<file path="config.mk">
export PLATFORM = sky130hd
export DESIGN_NAME = serial_ripple_borrow_sub
export DESIGN_NICKNAME = d
export VERILOG_FILES = /design/src/rtl/serial_ripple_borrow_sub.sv
export SDC_FILE = /design/constraint.sdc
export NUM_CORES = 1
export LEC_CHECK = 0
export BUFFER_PORTS_ARGS = -buffer_cell sky130_fd_sc_hd__buf_2
export CAP_MARGIN = 10
export CORE_MARGIN = 8
export CORE_UTILIZATION = 36
export CTS_BUF_LIST = sky130_fd_sc_hd__clkbuf_8 sky130_fd_sc_hd__clkbuf_16
export DETAILED_ROUTE_END_ITERATION = 10
export PLACE_DENSITY = 0.63
export SLEW_MARGIN = 20
export SYNTH_ARGS = -nofsm -noshare
export SYNTH_HDL_FRONTEND = slang
export SYNTH_SLANG_ARGS = --single-unit
</file>
<file path="constraint.sdc">
create_clock -name clk -period 2 [get_ports clk]
set_clock_uncertainty 0.1 [all_clocks]
set_input_delay 0.4 -clock clk [delete_from_list [all_inputs] [get_ports clk]]
set_output_delay 0.4 -clock clk [all_outputs]
set_load 0.02 [all_outputs]
</file>
<file path="src/rtl/serial_ripple_borrow_sub.sv">
// Bit-serial subtractor: out = in1 - in2 - bin, one difference/borrow stage per clock, LSB first.
// Optional macro SERIAL_SUB_OVF_EN adds a registered two's-complement overflow output (ovf).
module serial_ripple_borrow_sub #(
    parameter int unsigned WIDTH = 8
) (
    input  logic             clk,
    input  logic             rst_n,
    input  logic             start,
    input  logic [WIDTH-1:0] in1,
    input  logic [WIDTH-1:0] in2,
    input  logic             bin,
    output logic             busy,
    output logic             done,
    output logic [WIDTH-1:0] out,
    output logic             bout
`ifdef SERIAL_SUB_OVF_EN
    ,
    output logic             ovf
`endif
);

    localparam int unsigned CW = $clog2(WIDTH);

    typedef enum logic [1:0] {
        IDLE  = 2'd0,
        SHIFT = 2'd1,
        DONE  = 2'd2
    } state_t;

    state_t           state;
    logic [WIDTH-1:0] a;
    logic [WIDTH-1:0] b;
    logic [WIDTH-1:0] acc;
    logic [CW-1:0]    cnt;
    logic             borrow_ff;

    logic             d_c;
    logic             borrow_next_c;
    logic             last_c;
    logic [WIDTH-1:0] acc_next_c;

    // Shared full-subtractor cell operating on the current LSBs
    assign d_c           = a[0] ^ b[0] ^ borrow_ff;
    assign borrow_next_c = (~a[0] & b[0]) | (~(a[0] ^ b[0]) & borrow_ff);
    assign last_c        = (cnt == CW'(WIDTH - 1));
    assign acc_next_c    = {d_c, acc[WIDTH-1:1]};

    always_ff @(posedge clk or negedge rst_n) begin
        if (!rst_n) begin
            state     <= IDLE;
            a         <= '0;
            b         <= '0;
            acc       <= '0;
            cnt       <= '0;
            borrow_ff <= 1'b0;
            busy      <= 1'b0;
            done      <= 1'b0;
            out       <= '0;
            bout      <= 1'b0;
`ifdef SERIAL_SUB_OVF_EN
            ovf       <= 1'b0;
`endif
        end else begin
            done <= 1'b0;
            case (state)
                // DONE accepts a new request exactly like IDLE for back-to-back ops
                IDLE, DONE: begin
                    if (start) begin
                        a         <= in1;
                        b         <= in2;
                        borrow_ff <= bin;
                        cnt       <= '0;
                        acc       <= '0;
                        busy      <= 1'b1;
                        state     <= SHIFT;
                    end else begin
                        state <= IDLE;
                    end
                end
                SHIFT: begin
                    acc       <= acc_next_c;
                    a         <= a >> 1;
                    b         <= b >> 1;
                    borrow_ff <= borrow_next_c;
                    cnt       <= cnt + CW'(1);
                    if (last_c) begin
                        out   <= acc_next_c;
                        bout  <= borrow_next_c;
                        busy  <= 1'b0;
                        done  <= 1'b1;
                        state <= DONE;
`ifdef SERIAL_SUB_OVF_EN
                        // On the last bit a[0]/b[0] hold the latched operand MSBs
                        ovf   <= (a[0] != b[0]) & (d_c != a[0]);
`endif
                    end
                end
                default: begin
                    busy  <= 1'b0;
                    state <= IDLE;
                end
            endcase
        end
    end

endmodule

</file>
==> results.sh, run 1 <==
export IMPL_worst_slack_ns=0.398
export IMPL_routed_via_density=4.89
export IMPL_syn_avg_cell_area_um2=12.3
export IMPL_detailroute_via_count=1241
export IMPL_numCtsBuffers=5
export IMPL_remaining_drc_errors=0
export IMPL_grt_antenna_before_repair=0
export IMPL_syn_cell_area_mm2=0.00185
export IMPL_totalNegativeSetupSlack_ns=0
export IMPL_clk_insertion_delay_late_ns=0.29
export IMPL_setup_viol=0
export IMPL_end_kind="register"
export IMPL_grt_pass1_vias=1275
export IMPL_routed_wire_length_mm=3.62
export IMPL_n_fill_cell=485
export IMPL_first_pass_iters=4
export IMPL_regArea_mm2=0.00100
export IMPL_cts_tree="built"
export IMPL_timing_critical_path_fanout_max=12
export IMPL_timing_max_cap_violations=0
export IMPL_power_static_leakage_nw=1.00
export IMPL_floorplan_core_area_mm2=0.00504
export IMPL_cts_htree_levels=2
export IMPL_report_final_slew_viol_count=0
export IMPL_clockRootBuffer="sky130_fd_sc_hd__clkbuf_8"
export IMPL_dp_slack_ns=0.410
export IMPL_final_layout_size_suffix_gt1_share_pct=31.0
export IMPL_initial_core_util_pct=36.7
export IMPL_die_x_um=87.7
export IMPL_ys_types=27
export IMPL_number_of_sinks_on_the_clock_net=40
export IMPL_fmax_mhz=624
export IMPL_synthCells=151
export IMPL_outcome="complete, no violations"
export IMPL_power_per_cell_area_mw_per_mm2=1510
export IMPL_multi_input_comb_area_um2=769
export IMPL_grt_start_max_net_pins=41
export IMPL_worst_setup_path_type="reg2reg"
export IMPL_ys_warn_count=0
export IMPL_die_h_um=87.7
export IMPL_min_delay_path_class="in2reg"
export IMPL_post_route_period_util_pct=80.1
export IMPL_place_congestion=0.719
export IMPL_core_rowCount=26
export IMPL_seq_area_frac_synth_pct=54.0
export IMPL_timing_max_slew_rel_slack_pct=69.4
export IMPL_postCtsResizedCells=0
export IMPL_synth_ff_latch_count=40
export IMPL_initialDrtViolationCount=75
export IMPL_placement_io_buffers=30
export IMPL_arrival_ns=1.68
export IMPL_worstSetupStartpointType="register"
export IMPL_floorplan_die_area_mm2=0.00770
export IMPL_final_net_count=207
export IMPL_rsz_0062_raised_after_global_routing="false"
export IMPL_floorplan_io_pins=31
export IMPL_layout_area_overhead_vs_synth_pct=16.4
export IMPL_route_antenna_remaining_nets=0
export IMPL_final_design_area_no_fill_mm2=0.00216
export IMPL_post_drt_wl_per_cell_um=14.3
export IMPL_placement_cell_area_mm2=0.00207
export IMPL_dp_hpwl_mm=2.52
export IMPL_finalCriticalPeriod_ns=1.60
export IMPL_grt_overflow=0
export IMPL_tightest_slew_ns=0.459
export IMPL_clk_transition_reported_paths_ns=0.08
export IMPL_diodes=0
export IMPL_clk_path_buf_depth=2
export IMPL_grt_pass1_wl_mm=6.14
export IMPL_peakVddDrop_v=0.000635
export IMPL_gr_usage_all_layers_pct=10.3
export IMPL_hold_violations=0
export IMPL_postSynthNetCount=174
export IMPL_critical_path_required_ns=2.08
[report_power, final]
part / switching (W) / internal, W / leakage, nW
clock: 0.000279 / 0.000236 / 0.0400
combinational: 0.000645 / 0.000655 / 0.473
sequential: 0.000263 / 0.00118 / 0.490
[logic make-up (layout without fill, tap and decap cells)]
group | count (synthesis) | after routing | share of synthesized area [%]
AO/OA/AOI/OAI | 42 | 42 | 15.4
flip-flops | 40 | 40 | 54.0
buffers and inverters | 13 | 46 | 4.46
multiplexers | 23 | 23 | 13.4
AND/OR/NAND/NOR | 30 | 30 | 10.3
adder cells (fa/ha/maj) | 3 | 3 | 2.43
[final cells by class]
class / count / area share (%)
multi-input cells: 98 / 35.7
clock inverters: 2 / 0.580
repair buffers: 35 / 9.40
well taps: 70 / 4.06
inverters: 4 / 0.696
clock buffers: 5 / 3.19
flip-flops and latches: 40 / 46.4
[final timing paths]
| kind | cells after the start | endpoint | slack [ns] | start |
|---|---|---|---|---|
| max in group asynchronous | 3 | a[7]$_DFFE_PN0P_ | 1.10 | rst_n |
| min | 3 | a[4]$_DFFE_PN0P_ | 0.28 | in1[4] |
| min reg2reg | 1 | b[4]$_DFFE_PN0P_ | 0.38 | b[4]$_DFFE_PN0P_ |
| max reg2reg | 4 | out[1]$_DFFE_PN0P_ | 0.40 | cnt[0]$_DFFE_PN0P_ |
| max | 4 | out[1]$_DFFE_PN0P_ | 0.40 | cnt[0]$_DFFE_PN0P_ |
| min in group asynchronous | 3 | done$_DFF_PN0_ | 0.49 | rst_n |
[cells in the mapped netlist]
cell type | count | area, um^2
sky130_fd_sc_hd__ha_1 | 2 | 25.0
sky130_fd_sc_hd__and2b_4 | 1 | 10.0
sky130_fd_sc_hd__mux2_4 | 1 | 15.0
sky130_fd_sc_hd__nand2_1 | 2 | 7.51
sky130_fd_sc_hd__a22o_1 | 11 | 96.3
sky130_fd_sc_hd__nand3_1 | 3 | 15.0
sky130_fd_sc_hd__nor3_1 | 3 | 15.0
sky130_fd_sc_hd__a21oi_1 | 10 | 50.1
sky130_fd_sc_hd__buf_4 | 2 | 15.0
sky130_fd_sc_hd__a211oi_1 | 10 | 75.1
sky130_fd_sc_hd__nor2_1 | 6 | 22.5
sky130_fd_sc_hd__nor2_4 | 1 | 11.3
sky130_fd_sc_hd__nor2b_4 | 1 | 13.8
sky130_fd_sc_hd__fa_1 | 1 | 20.0
sky130_fd_sc_hd__buf_2 | 3 | 15.0
sky130_fd_sc_hd__clkbuf_1 | 1 | 3.75
sky130_fd_sc_hd__nand3b_4 | 1 | 20.0
sky130_fd_sc_hd__mux2_2 | 11 | 124
sky130_fd_sc_hd__o21ai_0 | 6 | 30.0
sky130_fd_sc_hd__a21o_1 | 2 | 15.0
sky130_fd_sc_hd__mux2i_1 | 11 | 110
sky130_fd_sc_hd__o22ai_1 | 3 | 18.8
sky130_fd_sc_hd__dfrtp_1 | 40 | 1000
sky130_fd_sc_hd__inv_1 | 4 | 15.0
sky130_fd_sc_hd__nor2b_1 | 10 | 62.6
sky130_fd_sc_hd__buf_6 | 3 | 33.8
sky130_fd_sc_hd__nand2b_1 | 2 | 12.5
[stage by stage]
stage          utilization, %  power, W  instances  hold WS [ns]
2_1_floorplan               -   0.00244        151       0.00441
3_5_place_dp             41.0   0.00277        246         0.287
5_1_grt                  42.8   0.00353        254         0.304
4_1_cts                  42.8   0.00330        254         0.274
3_3_place_gp             41.0   0.00273        246         0.287
6_report                 42.8   0.00325        254         0.283
[layout by cell type (no fill, tap or decap), types with 5 or more instances in the layout]
master,synthesis,routed
sky130_fd_sc_hd__nor2_1,6,6
sky130_fd_sc_hd__a211oi_1,10,10
sky130_fd_sc_hd__a22o_1,11,11
sky130_fd_sc_hd__mux2i_1,11,11
sky130_fd_sc_hd__a21oi_1,10,10
sky130_fd_sc_hd__o21ai_0,6,6
sky130_fd_sc_hd__dfrtp_1,40,40
sky130_fd_sc_hd__mux2_2,11,11
sky130_fd_sc_hd__clkbuf_8,0,5
sky130_fd_sc_hd__nor2b_1,10,10
sky130_fd_sc_hd__buf_2,3,30
[sequential cells by signal, indices dropped and copies added (netlist names)]
name	cells
busy	1
state	2
done	1
borrow_ff	1
b	8
a	8
out	8
bout	1
acc	7
cnt	3
[layer usage]
| layer | vias up | global-route usage [%] | routed length [um] |
|---|---|---|---|
| met5 | - | 0 | 0 |
| met4 | 0 | 2.81 | 24 |
| met3 | 5 | 4.69 | 265 |
| met2 | 31 | 15.0 | 1530 |
| met1 | 596 | 13.5 | 1810 |
| li1 | 609 | - | - |
[critical path: stages, from the launching register on]
cell and delay (ns):
sky130_fd_sc_hd__dfrtp_1 0.40, sky130_fd_sc_hd__ha_1 0.21, sky130_fd_sc_hd__ha_1 0.24, sky130_fd_sc_hd__nand3b_4 0.19, sky130_fd_sc_hd__mux2_2 0.36
[timing repair]
item                                   4_1_cts  5_1_grt
hold buffers                                 1        0
endpoints found under the hold margin       40        0
setup buffers                                0        0
No activity file was read; power rests on OpenSTA's default activity.
==> run 2, diff against run 1 <==
PLACE_DENSITY = 0.65   (was 0.63)
clock period = 1.4 ns   (was 2 ns; I/O delays follow)
==> run 2 against run 1 <==
  * Total power grew 64%
  * The flow now finishes with violations (negative setup slack)
  * Maximum frequency rose by 11%
  * Final cell count is 7.1% higher
==> results.sh, run 2 (synthesis results as in run 1) <==
export IMPL_timing_critical_path_fanout_max=2
export IMPL_reg_top3="a x8, b x8, out x8"
export IMPL_die_h_um=87.7
export IMPL_end_kind="register"
export IMPL_routed_wire_length_mm=3.87
export IMPL_final_layout_size_suffix_gt1_share_pct=41.1
export IMPL_place_congestion=0.715
export IMPL_numCtsBuffers=5
export IMPL_cts_tree="built"
export IMPL_routed_via_density=4.81
export IMPL_rr_worst_depth=4
export IMPL_reg2reg_from="cnt[1]$_DFFE_PN0P_"
export IMPL_placement_io_buffers=30
export IMPL_fmax_mhz=693
export IMPL_dp_slack_ns=-0.0900
export IMPL_critical_r2r_capture="cnt[2]$_DFFE_PN0P_"
export IMPL_critical_path_slowest_cell="sky130_fd_sc_hd__dfrtp_1"
export IMPL_totalNegativeSetupSlack_ns=-0.109
export IMPL_grt_overflow=0
export IMPL_outcome="complete, but fails checks"
export IMPL_timing_max_cap_violations=0
export IMPL_pwr_share_comb_pct=44.3
export IMPL_grt_pass1_vias=1285
export IMPL_hold_violations=0
export IMPL_clockRootBuffer="sky130_fd_sc_hd__clkbuf_8"
export IMPL_core_rowCount=26
export IMPL_clk_insertion_delay_late_ns=0.29
export IMPL_initial_core_util_pct=36.7
export IMPL_power_per_cell_area_mw_per_mm2=2210
export IMPL_placement_cell_area_mm2=0.00220
export IMPL_post_route_period_util_pct=103
export IMPL_worst_slack_ns=-0.0423
export IMPL_timing_hold_ws_ns=0.163
export IMPL_die_x_um=87.7
export IMPL_first_pass_iters=4
export IMPL_cts_htree_levels=2
export IMPL_hold_ep="b[0]$_DFFE_PN0P_"
export IMPL_peakVddDrop_v=0.000928
export IMPL_power_static_leakage_nw=1.15
export IMPL_worstSetupStartpointType="register"
export IMPL_finalCriticalPeriod_ns=1.44
export IMPL_commonest_cells_after_routing_fill_and_taps_aside="sky130_fd_sc_hd__dfrtp_1 (38), sky130_fd_sc_hd__buf_2 (30), sky130_fd_sc_hd__buf_4 (17)"
export IMPL_crit_chain="ha_2 > ha_4 > mux2_4 > a22o_1"
export IMPL_min_path_cells=3
export IMPL_initialDrtViolationCount=49
export IMPL_tightest_slew_ns=0.247
export IMPL_timing_max_slew_rel_slack_pct=83.4
export IMPL_p_int_w=0.00351
export IMPL_biggest_cell_delay_along_the_critical_path_ns=0.39
export IMPL_layout_area_overhead_vs_synth_pct=30.0
export IMPL_report_final_slew_viol_count=0
export IMPL_grt_antenna_before_repair=0
export IMPL_gr_usage_all_layers_pct=11.0
export IMPL_clk_path_buf_depth=2
export IMPL_floorplan_io_pins=31
export IMPL_detailroute_via_count=1307
export IMPL_min_delay_start="in2[0]"
export IMPL_number_of_buffer_and_inverter_instances_along_the_worst_setup_path=0
export IMPL_layout_cells_most_common="sky130_fd_sc_hd__dfrtp_1"
export IMPL_number_of_sinks_on_the_clock_net=40
export IMPL_final_net_count=224
export IMPL_p_seq_share_pct=38.6
export IMPL_min_delay_path_class="in2reg"
export IMPL_violations="negative setup slack"
export IMPL_floorplan_core_area_mm2=0.00504
export IMPL_post_drt_wl_per_cell_um=14.2
export IMPL_rsz_0062_raised_after_global_routing="true"
export IMPL_floorplan_die_area_mm2=0.00770
export IMPL_dp_hpwl_mm=2.62
export IMPL_setup_viol=6
export IMPL_worst_path_dominant_cell_family="flip-flops"
export IMPL_diodes=0
export IMPL_switchingPower_w=0.00182
export IMPL_clk_transition_reported_paths_ns=0.07
export IMPL_pwr_share_clk_pct=17.1
export IMPL_worst_reg_to_reg_setup_slack_ns=-0.04
export IMPL_grt_pass1_wl_mm=6.44
export IMPL_remaining_drc_errors=0
export IMPL_critical_path_required_ns=1.48
export IMPL_arrival_ns=1.52
export IMPL_worst_setup_path_type="reg2reg"
export IMPL_fin_util_pct=47.8
export IMPL_grt_start_max_net_pins=41
export IMPL_final_design_area_no_fill_mm2=0.00241
export IMPL_route_antenna_remaining_nets=0
export IMPL_power_switching_fraction_pct=34.1
==> run 2: cell types whose count changed in the layout (fill, tap and decap cells not counted), sizes merged <==
cell | before | now
bufinv | 0 | 1
buf | 34 | 50
nand3b | 1 | 2
clkinvlp | 1 | 0
inv | 4 | 5
==> run 2: stage by stage <==
step           cells  total power, W
5_1_grt          272         0.00575
3_5_place_dp     255         0.00421
6_report         272         0.00533
2_1_floorplan    151         0.00358
3_3_place_gp     255         0.00415
4_1_cts          266         0.00523
==> run 2: metal layers <==
layer / wire length (um) / vias up / global-route usage, % / part of all wire (%)
li1: - / 648 / - / -
met3: 237 / 5 / 3.56 / 6.1
met5: 0 / - / 0 / 0
met4: 40 / 0 / 4.69 / 1.0
met2: 1640 / 32 / 15.5 / 42
met1: 1950 / 622 / 14.9 / 50
==> run 2: power by group through the flow <==
stage | clock, W | sequential (W) | combinational, W
3_5_place_dp | 0 | 0.00208 | 0.00213
6_report | 0.000910 | 0.00206 | 0.00236
2_1_floorplan | 0 | 0.00214 | 0.00144
3_3_place_gp | 0 | 0.00206 | 0.00208
4_1_cts | 0.000936 | 0.00208 | 0.00221
5_1_grt | 0.000998 | 0.00213 | 0.00262
==> run 2: repair_timing <==
item,CTS,global route
pin swaps,2,3
gates cloned,1,0
endpoints found under the setup margin,13,25
resized for setup,7,4
setup buffers,1,6
hold buffers,1,0
hold endpoints to repair,40,0
==> run 2: how the worst max path moves through the flow <==
| stage | startpoint | to | slack [ns] | cells after the start |
|---|---|---|---|---|
| after floorplan | cnt[1]$_DFFE_PN0P_ | out[2]$_DFFE_PN0P_ | -0.07 | 5 |
| after global placement | cnt[0]$_DFFE_PN0P_ | out[0]$_DFFE_PN0P_ | -0.06 | 4 |
| after detailed placement | cnt[0]$_DFFE_PN0P_ | cnt[2]$_DFFE_PN0P_ | -0.09 | 4 |
| after CTS | cnt[0]$_DFFE_PN0P_ | cnt[2]$_DFFE_PN0P_ | -0.05 | 4 |
| after global routing | cnt[0]$_DFFE_PN0P_ | cnt[2]$_DFFE_PN0P_ | -0.08 | 4 |
| final | cnt[1]$_DFFE_PN0P_ | cnt[2]$_DFFE_PN0P_ | -0.04 | 4 |
==> run 2: layout make-up <==
type / count / area [um^2]
sequential: 40 / 1000
clock buffer: 5 / 68.8
clock inverter: 3 / 38.8
tap: 70 / 87.6
fill: 464 / 2630
timing repair buffer: 51 / 348
inverter: 4 / 15.0
multi-input combinational: 99 / 847
==> run 2: worst min-delay path, stage by stage <==
cell and delay, ns:
sky130_fd_sc_hd__buf_2 0.08, sky130_fd_sc_hd__a211oi_1 0.05, sky130_fd_sc_hd__a21oi_1 0.10
==> run 3, diff against run 2 <==
==> constraint.sdc (replaced) <==
create_clock -name clk -period 1.4 [get_ports clk]
set_clock_uncertainty 0.1 [all_clocks]
set_input_delay 0.42 -clock clk [delete_from_list [all_inputs] [get_ports clk]]
set_output_delay 0.42 -clock clk [all_outputs]
set_load 0.02 [all_outputs]
==> run 3 against run 2 <==
  * The run still ends with negative setup slack left
  * Global-route usage up 0.17 points
  * Cell area barely moved
  * Sequential cell count unchanged
  * Setup slack improved by 0.0096 ns
  * Via count decreased by 1.5%
  * Sequential power barely moved
  * Die area stayed put
  * Sequential share of layout area about the same
  * Final cell count is the same
  * Count of clock-buffer cells in the layout did not move
==> results.sh, run 3 (synthesis results as in run 1) <==
export IMPL_worstSetupStartpointType="register"
export IMPL_diodes=0
export IMPL_initialDrtViolationCount=42
export IMPL_routed_via_density=4.74
export IMPL_clk_transition_reported_paths_ns=0.08
export IMPL_min_delay_start="in1[4]"
export IMPL_post_drt_wl_per_cell_um=14.0
export IMPL_rsz_0062_raised_after_global_routing="true"
export IMPL_layout_area_overhead_vs_synth_pct=29.9
export IMPL_power_static_leakage_nw=1.15
export IMPL_timing_critical_path_fanout_max=2
export IMPL_grt_pass1_wl_mm=6.68
export IMPL_timing_hold_ws_ns=0.309
export IMPL_placement_io_buffers=30
export IMPL_tightest_slew_ns=0.261
export IMPL_outcome="complete, but fails checks"
export IMPL_reg_top3="a x8, b x8, out x8"
export IMPL_critical_path_startpoint="cnt[0]$_DFFE_PN0P_"
export IMPL_final_layout_size_suffix_gt1_share_pct=39.6
export IMPL_worst_setup_path_type="reg2reg"
export IMPL_numCtsBuffers=5
export IMPL_dp_hpwl_mm=2.57
export IMPL_cts_tree="built"
export IMPL_power_per_cell_area_mw_per_mm2=2190
export IMPL_critical_r2r_capture="cnt[2]$_DFFE_PN0P_"
export IMPL_worst_reg_to_reg_setup_slack_ns=-0.03
export IMPL_die_x_um=87.7
export IMPL_wl_met2_mm=1.56
export IMPL_grt_pass1_vias=1341
export IMPL_routed_met3_length_um=241
export IMPL_fin_util_pct=47.7
export IMPL_total_power_w=0.00528
export IMPL_post_route_period_util_pct=102
export IMPL_m1WireLength_mm=1.95
export IMPL_cts_htree_levels=2
export IMPL_initial_core_util_pct=36.7
export IMPL_timing_max_slew_rel_slack_pct=82.5
export IMPL_peakVddDrop_v=0.000953
export IMPL_violations="negative setup slack"
export IMPL_report_final_slew_viol_count=0
export IMPL_grt_overflow=0
export IMPL_floorplan_io_pins=31
export IMPL_clk_insertion_delay_late_ns=0.29
export IMPL_core_rowCount=26
export IMPL_critical_path_required_ns=1.49
export IMPL_number_of_sinks_on_the_clock_net=40
export IMPL_route_antenna_remaining_nets=0
export IMPL_totalNegativeSetupSlack_ns=-0.158
export IMPL_floorplan_core_area_mm2=0.00504
export IMPL_die_h_um=87.7
export IMPL_fmax_mhz=698
export IMPL_floorplan_die_area_mm2=0.00770
export IMPL_reg2reg_from="cnt[0]$_DFFE_PN0P_"
export IMPL_highest_metal_layer_with_signal_wires="met4"
export IMPL_place_congestion=0.702
export IMPL_commonest_cells_after_routing_fill_and_taps_aside="sky130_fd_sc_hd__dfrtp_1 (39), sky130_fd_sc_hd__buf_2 (29), sky130_fd_sc_hd__buf_4 (17)"
export IMPL_first_pass_iters=4
export IMPL_routed_wire_length_mm=3.81
export IMPL_regArea_mm2=0.00100
export IMPL_grt_antenna_before_repair=0
export IMPL_detailroute_via_count=1288
export IMPL_hold_violations=0
export IMPL_finalCriticalPeriod_ns=1.43
export IMPL_end_kind="register"
export IMPL_n_fill_cell=464
export IMPL_min_delay_path_class="in2reg"
export IMPL_placement_cell_area_mm2=0.00220
export IMPL_min_path_cells=3
export IMPL_worst_slack_ns=-0.0328
export IMPL_gr_usage_all_layers_pct=11.2
export IMPL_final_net_count=224
export IMPL_hold_ep="a[4]$_DFFE_PN0P_"
export IMPL_rr_worst_depth=4
export IMPL_layout_cells_most_common="sky130_fd_sc_hd__dfrtp_1"
export IMPL_multi_input_comb_area_um2=841
export IMPL_remaining_drc_errors=0
export IMPL_grt_start_max_net_pins=41
export IMPL_clk_path_buf_depth=2
export IMPL_clockRootBuffer="sky130_fd_sc_hd__clkbuf_8"
export IMPL_arrival_ns=1.52
export IMPL_setup_viol=7
export IMPL_timing_max_cap_violations=0
export IMPL_final_design_area_no_fill_mm2=0.00241
## run 3: changes by cell type in the layout (fill, tap and decap cells not counted)
cell and delta:
sky130_fd_sc_hd__inv_2 -1, sky130_fd_sc_hd__mux2_2 +1, sky130_fd_sc_hd__inv_1 +1, sky130_fd_sc_hd__nor2_1 +1
sky130_fd_sc_hd__buf_2 -1, sky130_fd_sc_hd__buf_6 +1, sky130_fd_sc_hd__dfrtp_1 +1, sky130_fd_sc_hd__dfrtp_2 -1
sky130_fd_sc_hd__mux2_4 -1, sky130_fd_sc_hd__nor2_2 -1
## run 3: per-stage QoR
step                setup slack, ns  cells
CTS                         -0.0423    266
floorplan                   -0.0729    151
finish                      -0.0328    272
detailed placement          -0.0881    256
global route                -0.0655    272
global placement            -0.0655    256
## run 3: cell type report
class | instances | area share (%)
flip-flops and latches | 40 | 41.6
clock inverters | 3 | 1.61
well taps | 70 | 3.64
inverters | 4 | 0.624
repair buffers | 51 | 14.7
clock buffers | 5 | 2.86
multi-input cells | 99 | 34.9
## run 3: worst max-delay path, cell delays in order (launching register included)
cell                      delay (ns)
sky130_fd_sc_hd__dfrtp_1        0.38
sky130_fd_sc_hd__ha_2           0.20
sky130_fd_sc_hd__ha_4           0.20
sky130_fd_sc_hd__mux2_4         0.26
sky130_fd_sc_hd__a22o_1         0.20
## run 3: where the power goes
part	switching, W	total, W	internal, W
registers	0.000396	0.00208	0.00168
clock network	0.000389	0.000911	0.000522
logic	0.00101	0.00229	0.00128
## run 3: layer usage
metal / global-route usage [%] / vias to the layer above
li1: - / 647
met1: 15.3 / 605
met2: 15.6 / 30
met3: 3.56 / 6
met4: 4.69 / 0
met5: 0 / -
## run 3: timing repair
item,in CTS,in global routing
gates cloned,1,0
hold endpoints to repair,40,0
setup buffers,0,6
pin swaps,2,1
hold buffers,1,0
setup endpoints to repair,10,33
gates resized for setup,4,5
## run 3: worst max-delay path by stage
stage | cells after the start | endpoint | slack, ns
final | 4 | cnt[2]$_DFFE_PN0P_ | -0.03
after global routing | 4 | cnt[2]$_DFFE_PN0P_ | -0.07
after CTS | 4 | cnt[2]$_DFFE_PN0P_ | -0.04
after detailed placement | 4 | out[1]$_DFFE_PN0P_ | -0.09
after global placement | 4 | out[0]$_DFFE_PN0P_ | -0.07
after floorplan | 5 | out[2]$_DFFE_PN0P_ | -0.07
